--- src/rtl/cnn_pkg.sv ---
// Shared types and arithmetic helpers for the CNN cell state-update engine.
// Helpers work on accumulator-width values so callers truncate only once.
package cnn_pkg;

    localparam int CNN_WIDTH     = 9;
    localparam int CNN_FRAC      = 4;
    localparam int CNN_ACC_WIDTH = 24;
    localparam int CNN_TAPS      = 9;

    typedef enum logic [1:0] {
        IDLE,
        ACCUM,
        UPDATE,
        OUTPUT
    } state_t;

    // Saturate to the signed range of a w-bit value.
    function automatic logic signed [CNN_ACC_WIDTH-1:0] sat_width(
        input logic signed [CNN_ACC_WIDTH-1:0] v,
        input int                              w
    );
        logic signed [CNN_ACC_WIDTH-1:0] hi;
        logic signed [CNN_ACC_WIDTH-1:0] lo;
        hi = (CNN_ACC_WIDTH'(1) <<< (w - 1)) - CNN_ACC_WIDTH'(1);
        lo = ~hi;
        if (v > hi) return hi;
        if (v < lo) return lo;
        return v;
    endfunction

    function automatic logic signed [CNN_ACC_WIDTH-1:0] clamp_unit(
        input logic signed [CNN_ACC_WIDTH-1:0] v,
        input int                              frac
    );
        logic signed [CNN_ACC_WIDTH-1:0] one;
        one = CNN_ACC_WIDTH'(1) <<< frac;
        if (v > one) return one;
        if (v < -one) return -one;
        return v;
    endfunction

endpackage

--- src/rtl/cnn_tap_mac.sv ---
// Combinational two-product adder a*y + b*u for one template tap.
// Products are full 2*WIDTH signed; the sum carries one extra bit.
module cnn_tap_mac
    import cnn_pkg::*;
#(
    parameter int WIDTH = CNN_WIDTH
) (
    input  logic signed [WIDTH-1:0] a_i,
    input  logic signed [WIDTH-1:0] y_i,
    input  logic signed [WIDTH-1:0] b_i,
    input  logic signed [WIDTH-1:0] u_i,
    output logic signed [2*WIDTH:0] sum_o
);

    logic signed [2*WIDTH-1:0] p_ay;
    logic signed [2*WIDTH-1:0] p_bu;

    assign p_ay  = (2*WIDTH)'(a_i) * (2*WIDTH)'(y_i);
    assign p_bu  = (2*WIDTH)'(b_i) * (2*WIDTH)'(u_i);
    assign sum_o = (2*WIDTH+1)'(p_ay) + (2*WIDTH+1)'(p_bu);

endmodule

--- src/rtl/cnn_cell_update.sv ---
// One forward-Euler state update of a CNN cell: accumulates A*y + B*u one tap
// per cycle, then X += (acc/ONE + bias - X) * dt with saturation.
module cnn_cell_update
    import cnn_pkg::*;
#(
    parameter int WIDTH     = CNN_WIDTH,
    parameter int FRAC      = CNN_FRAC,
    parameter int TSHIFT    = 3,
    parameter int ACC_WIDTH = CNN_ACC_WIDTH
) (
    input  logic                    clk,
    input  logic                    reset,
    input  logic                    start,
    input  logic                    load,
    input  logic signed [WIDTH-1:0] x_init,
    input  logic signed [WIDTH-1:0] bias,
    input  logic [9*WIDTH-1:0]      a_tmpl,
    input  logic [9*WIDTH-1:0]      b_tmpl,
    input  logic                    in_valid,
    output logic                    in_ready,
    input  logic signed [WIDTH-1:0] y_nb,
    input  logic signed [WIDTH-1:0] u_nb,
    output logic                    out_valid,
    input  logic                    out_ready,
    output logic signed [WIDTH-1:0] x_out,
    output logic signed [WIDTH-1:0] y_out,
    output logic                    busy
);

    state_t                      state_q;
    logic [3:0]                  tap_q;
    logic signed [ACC_WIDTH-1:0] acc_q;
    logic signed [WIDTH-1:0]     x_q;
    logic signed [WIDTH-1:0]     bias_q;
    logic signed [WIDTH-1:0]     x_out_q;
    logic signed [WIDTH-1:0]     y_out_q;
    logic                        out_valid_q;

    logic signed [WIDTH-1:0]     a_k;
    logic signed [WIDTH-1:0]     b_k;
    logic signed [2*WIDTH:0]     mac_sum;
    logic signed [ACC_WIDTH-1:0] acc_d;
    logic signed [ACC_WIDTH-1:0] s_d;
    logic signed [ACC_WIDTH-1:0] xsum_d;
    logic signed [WIDTH-1:0]     x_d;
    logic signed [WIDTH-1:0]     y_d;

    assign a_k = a_tmpl[tap_q*WIDTH +: WIDTH];
    assign b_k = b_tmpl[tap_q*WIDTH +: WIDTH];

    cnn_tap_mac #(.WIDTH(WIDTH)) u_mac (
        .a_i  (a_k),
        .y_i  (y_nb),
        .b_i  (b_k),
        .u_i  (u_nb),
        .sum_o(mac_sum)
    );

    // Shifts are arithmetic, so both divisions round toward minus infinity.
    always_comb begin
        acc_d  = acc_q + ACC_WIDTH'(mac_sum);
        s_d    = (acc_q >>> FRAC) + ACC_WIDTH'(bias_q) - ACC_WIDTH'(x_q);
        xsum_d = ACC_WIDTH'(x_q) + (s_d >>> TSHIFT);
        x_d    = WIDTH'(sat_width(CNN_ACC_WIDTH'(xsum_d), WIDTH));
        y_d    = WIDTH'(clamp_unit(CNN_ACC_WIDTH'(x_d), FRAC));
    end

    always_ff @(posedge clk) begin
        if (reset) begin
            state_q     <= IDLE;
            tap_q       <= '0;
            acc_q       <= '0;
            x_q         <= '0;
            bias_q      <= '0;
            x_out_q     <= '0;
            y_out_q     <= '0;
            out_valid_q <= 1'b0;
        end else begin
            case (state_q)
                IDLE: begin
                    if (start) begin
                        acc_q   <= '0;
                        tap_q   <= '0;
                        bias_q  <= bias;
                        if (load) x_q <= x_init;
                        state_q <= ACCUM;
                    end
                end
                ACCUM: begin
                    if (in_valid) begin
                        acc_q <= acc_d;
                        tap_q <= tap_q + 4'd1;
                        if (tap_q == 4'(CNN_TAPS - 1)) state_q <= UPDATE;
                    end
                end
                UPDATE: begin
                    x_q         <= x_d;
                    x_out_q     <= x_d;
                    y_out_q     <= y_d;
                    out_valid_q <= 1'b1;
                    state_q     <= OUTPUT;
                end
                OUTPUT: begin
                    if (out_ready) begin
                        out_valid_q <= 1'b0;
                        state_q     <= IDLE;
                    end
                end
                default: state_q <= IDLE;
            endcase
        end
    end

    assign in_ready  = (state_q == ACCUM);
    assign busy      = (state_q != IDLE);
    assign out_valid = out_valid_q;
    assign x_out     = x_out_q;
    assign y_out     = y_out_q;

endmodule

--- config.mk ---
export PLATFORM = sky130hd
export DESIGN_NAME = cnn_cell_update
export DESIGN_NICKNAME = d
export VERILOG_FILES = /design/src/rtl/cnn_pkg.sv /design/src/rtl/cnn_tap_mac.sv /design/src/rtl/cnn_cell_update.sv
export SDC_FILE = /design/constraint.sdc
export NUM_CORES = 1
export LEC_CHECK = 0
export ABC_AREA = 1
export CAP_MARGIN = 0
export CORE_ASPECT_RATIO = 0.7
export CORE_MARGIN = 1.5
export CORE_UTILIZATION = 40
export CTS_CLUSTER_SIZE = 10
export DETAILED_ROUTE_END_ITERATION = 10
export DONT_BUFFER_PORTS = 1
export GPL_TIMING_DRIVEN = 0
export PLACE_DENSITY = 0.6
export SYNTH_ARGS = -nofsm -noshare
export SYNTH_HDL_FRONTEND = slang
export SYNTH_SLANG_ARGS = --single-unit
--- constraint.sdc ---
create_clock -name clk -period 19.22 [get_ports clk]
set_clock_uncertainty 0.05 [all_clocks]
set_input_delay 0.961 -clock clk [delete_from_list [all_inputs] [get_ports clk]]
set_output_delay 0.961 -clock clk [all_outputs]
set_load 0.01 [all_outputs]
==> metrics.cfg, run 1 <==
[synth]
syn_inst=1919
synth.avg_cell_area_sq_um=7.42
synth_area_sq_mm=0.0142
ys.flop_type=dfxtp_1
seq_area_frac_synth=0.0942
syn-num-nets=2487
yosys_register_bits=67
yosysWarnings=0
async_reset_ff_frac=0
synth_edf_count=0
ys_types=47

[timing]
post-route-period-util=0.516
period_minus_slack_ps=9920
worstMarginPinSlew_ps=1310
finalMaxSlewViolations=0
finalHoldViolations=0
slew-limit-headroom=0.120
rsz0062_at_grt=false
setup_viol=0
finalHoldWorstSlack_ps=412
tns_ps=0
fmaxAchievable_mhz=101

[placement]
place_inst=2391
gp_congestion=0.964
portBuffers=0
dp_hpwl_um=37300
place_area_sq_mm=0.0148

[floorplan]
die_h_um=161
dieArea_sq_mm=0.0367
core_sq_mm=0.0349
io_pins=225
die_x_um=228
rows=57
initial_utilization=0.408

[min_path]
hp-class=reg2reg

[cts]
htreeDepth=3
clockBufferDepth=2
cts_tree=done
clkTransAtPathRegs_ps=60
hold_buffers=0
clock_latency_ps=340
clkSinkCount=67
cts_made_buffers=9
root_buffer=clkbuf_16
cts_resized=0
postCtsSetupBuffers=0

[route]
drtIter0Drc=917
wire_per_inst_um=17.7
ant_nets=0
vias=12700
viasPerCell=5.25
wl_um=42700
drc_errors=0
first_pass_iters=5

[global_route]
antenna_found_initial=7
grt.overflow.total=0
grt_max_degree=26
grt_pass1_wl_um=69800
grt_pass1_vias=12700
gr-usage-all-layers=0.240

[critical_path]
cp-start-kind=flip-flop
slowest_delay_ps=1050
critPathBufInv=7
path_class=reg2reg
worstPathRequired_ps=19420
cp_slowest_cell=o21ai_0
cp_max_fo=10
crit_arrival_ps=10120
cp_top_family=adder cells
cp-end-kind=flip-flop

[final_layout]
fin_cells=2412
area_growth_pct=6.42
fin_nets=2498
stdcell_area_sq_mm=0.0151
final_layout_size_suffix_gt1_frac=0.0217

[job]
max_cap_violations=0

[outcome]
status=finished clean

cell usage after synthesis (5+ instances only):
cell / n / area share
a21oi_1: 127 / 0.045
nor3_1: 11 / 0.0039
nand2_1: 363 / 0.096
inv_1: 407 / 0.11
nand4_1: 8 / 0.0035
o21ai_0: 122 / 0.043
clkbuf_1: 43 / 0.011
o22ai_1: 11 / 0.0048
ha_1: 130 / 0.11
dfxtp_1: 67 / 0.094
o211ai_1: 11 / 0.0058
nor2_1: 192 / 0.051
o21ai_1: 16 / 0.0056
xnor2_1: 14 / 0.0086
o221ai_1: 26 / 0.016
fa_1: 234 / 0.33
xor2_1: 19 / 0.012
nand2_2: 5 / 0.0022
nand3_1: 55 / 0.019
buf_1: 8 / 0.0021
inv_2: 5 / 0.0013
path summary, 6_finish.rpt:
check / cells after the start / slack (ps) / end / from
max: 27 / 9300 / acc_q[22] / tap_q[0]
min: 2 / 410 / acc_q[3] / acc_q[3]
max reg2reg: 27 / 9300 / acc_q[22] / tap_q[0]
min reg2reg: 2 / 410 / acc_q[3] / acc_q[3]
cell families after synthesis:
kind of cell	share of synthesized area
AOI/OAI and AO/OA	0.132
xor gates and xnor gates	0.0203
adders and majority gates	0.443
buffers and inverters	0.125
DFF	0.0942
and+or+nand+nor	0.185
metrics by stage:
step	worst slack [ps]	utilization
after floorplan	11880	-
after global placement	9570	0.425
after detailed placement	9580	0.425
after CTS	9500	0.434
after global routing	8790	0.434
final	9300	0.434
tightest hold or removal path: cells and delay by family (launching register included):
family | cells | cell delay, ps
AOI/OAI and AO/OA | 1 | 50
DFF | 1 | 310
and+or+nand+nor | 1 | 60
cells in the final DEF, fill, tap and decap left out, types with 8 or more instances in the layout:
master and n:
nor3_1 11, buf_1 8, o211ai_1 11, ha_1 130, a21oi_1 127, nand4_1 8
xor2_1 19, o22ai_1 11, o21ai_1 16, nand2_1 363, dfxtp_1 66, o221ai_1 26
nor2_1 192, nand3_1 55, clkbuf_1 43, o21ai_0 122, fa_1 234, inv_1 407
xnor2_1 14, clkbuf_16 9
sequential cells by signal, summed over array words and instances, names as in the netlist:
name       flops
acc_q         24
bias_q         9
out_valid      1
state_q        2
tap_q          4
x_out          9
x_q            9
y_out          9
per-layer routing:
metal  global-route usage  share of wire  up-vias
met1                0.334           0.46     6129
met5                    0        0.00054        -
met3               0.0460          0.067       61
met4               0.0479          0.021        4
met2                0.390           0.45      474
li1                     -              -     6007
area by class of cell:
class | instances | area (sq um)
Fill cell | 3593 | 19700
Multi-Input combinational cell | 1381 | 11100
Inverter | 415 | 1560
Sequential cell | 67 | 1340
Tap cell | 472 | 591
Clock buffer | 9 | 225
Buffer | 56 | 225
Clock inverter | 7 | 83.8
Antenna cell | 5 | 12.5
Power of run 1 is left out: the tool's default activity adds up to more than one toggle a clock period on the data nets, which glitch-free logic cannot reach.
==> inputs of run 2 (changes only) <==
Settings changed: ABC_AREA 1 to 0.
Clock period 19.22 ns to 9.3 ns, I/O delays scaled along.
==> metrics.cfg, run 2 <==
[global_route]
gr-usage-all-layers=0.203
grt_pass1_vias=11000
antenna_found_initial=1
grt.busiest_layer=met2
grt_max_degree=27
grt_util_met3=0.0336
use_met1=0.304
grt.overflow.total=0
grt_pass1_wl_um=58300
grtUsageMet2=0.312

[cts]
root_buffer=clkbuf_16
clockBufferDepth=2
htreeDepth=3
hold_buffers=0
clkTransAtPathRegs_ps=60
clock_latency_ps=350
cts_made_buffers=9
cts_tree=done
clkSinkCount=67

[critical_path]
cp-end-kind=flip-flop
cp_slowest_cell=fa_1
cpMostUsedCell=fa_1
r2r_cells=25
r2r-end=acc_q[22]
cp-start-kind=flip-flop
worstPathRequired_ps=9460
path_class=reg2reg
rrSetupSlack_ps=520
cp_max_fo=10
slowest_delay_ps=540
crit_arrival_ps=8940
r2r-start=tap_q[1]

[placement]
place_inst=2004
portBuffers=0
dp_hpwl_um=31100
gp_congestion=0.913

[min_path]
hp-class=in2reg
holdPathStages=2
holdPathEnd=bias_q[8]
min_from=bias[8]

[final_layout]
final_common_cell=inv_1
final_layout_size_suffix_gt1_frac=0.0697
largest_reg_flops=24
final_cell_mix=inv_1 (289), fa_1 (233), nand2_1 (179)
top_register=acc_q
multiInputGateArea_sq_mm=0.0114
fin_nets=2113
fin_cells=2023
fillers=3429
area_growth_pct=6.85
regArea_sq_mm=0.00134

[synth]
ys_types=72
syn-num-nets=2100
synthTopCellsByArea=fa_1 (33%), ha_1 (12%), dfxtp_1 (9.6%)
seq_area_frac_synth=0.0958
netlist_top_cells_count=inv_1 (289), fa_1 (234), nand2_1 (179)
yosysWarnings=0
syn_inst=1532
synth_area_sq_mm=0.0140
synth_most_common_cell=inv_1
synth_edf_count=0
yosys.area.top_type=fa_1
synth.avg_cell_area_sq_um=9.14
yosys_register_bits=67
synth_top_area_share=0.335
async_reset_ff_frac=0
ys.flop_type=dfxtp_1

[timing]
post-route-period-util=0.944
fmaxAchievable_mhz=114
finalMaxSlewViolations=0
setup_viol=0
rsz0062_at_grt=false
worstMarginPinSlew_ps=1070
finalHoldViolations=0
slew-limit-headroom=0.279
period_minus_slack_ps=8780

[floorplan]
core_sq_mm=0.0346
rows=57
initial_utilization=0.405
die_x_um=227
dieArea_sq_mm=0.0362
io_pins=225
die_h_um=160

[route]
wl_um=35000
drtIter0Drc=596
vias=10700
viasPerCell=5.30
wire_per_inst_um=17.3
first_pass_iters=5
ant_nets=0
drc_errors=0

[outcome]
status=finished clean

[job]
max_cap_violations=0

[run 2: worst max-delay path, delay by kind of cell, from the launching register on]
family                   cells  cell delay, ps
flip-flops                   1             500
XOR/XNOR                     1             130
buffers and inverters        5            1200
AO/OA/AOI/OAI                6            1590
AND/OR/NAND/NOR              3             740
adder cells (fa/ha/maj)      8            3860
multiplexers                 2             550
[run 2: worst max-delay path by stage]
stage	from	endpoint	slack, ps	cells past startpoint
3_3_place_gp	tap_q[0]	acc_q[22]	-810	26
6_report	tap_q[1]	acc_q[22]	520	25
2_1_floorplan	tap_q[0]	acc_q[22]	920	26
5_1_grt	tap_q[1]	acc_q[23]	80	26
3_5_place_dp	tap_q[0]	acc_q[22]	-470	28
4_1_cts	tap_q[0]	acc_q[22]	230	25
[run 2: final cells by class]
cell class | count | area share
antenna | 1 | 0.000167
multi-input combinational | 1130 | 0.763
clock inverter | 7 | 0.00552
tap | 472 | 0.0395
clock buffer | 9 | 0.0151
inverter | 289 | 0.0725
sequential | 67 | 0.0897
buffer | 46 | 0.0140
timing repair buffer | 2 | 0.00100
[run 2: kinds of logic (layout without fill, tap and decap cells)]
group                      after synthesis  count (layout)  share of synthesized area
xor gates and xnor gates                48              48                     0.0300
adders and majority gates              364             364                      0.451
AOI/OAI and AO/OA                      235             235                      0.113
muxes                                   58              58                     0.0738
other                                    0               1                          0
and+or+nand+nor                        425             425                      0.144
buffers and inverters                  335             353                     0.0923
DFF                                     67              67                     0.0958
[run 2: what timing repair did]
item                                    CTS  global route
endpoints found under the setup margin    7             6
gates cloned                              0             0
resized for setup                         7             3
setup buffers                             0             2
pin swaps                                 0             1
[run 2: stage by stage]
| stage | hold slack, ps | area (sq um) | utilization | setup WS [ps] | TNS, ps |
|---|---|---|---|---|---|
| 2_1_floorplan | 386 | 14000 | - | 916 | 0 |
| 3_3_place_gp | 394 | 14600 | 0.422 | -813 | -5310 |
| 3_5_place_dp | 398 | 14600 | 0.422 | -467 | -1660 |
| 4_1_cts | 188 | 14900 | 0.432 | 225 | 0 |
| 5_1_grt | 199 | 15000 | 0.433 | 76.9 | 0 |
| 6_report | 199 | 15000 | 0.433 | 519 | 0 |
[run 2: metal layers]
layer	part of all wire	up-vias	routed length (um)
met4	0.014	2	496
met2	0.43	325	14900
met1	0.49	5329	17100
met3	0.070	42	2450
li1	-	5032	-
met5	0.00037	-	13
Power of run 2 is left out for the same reason.
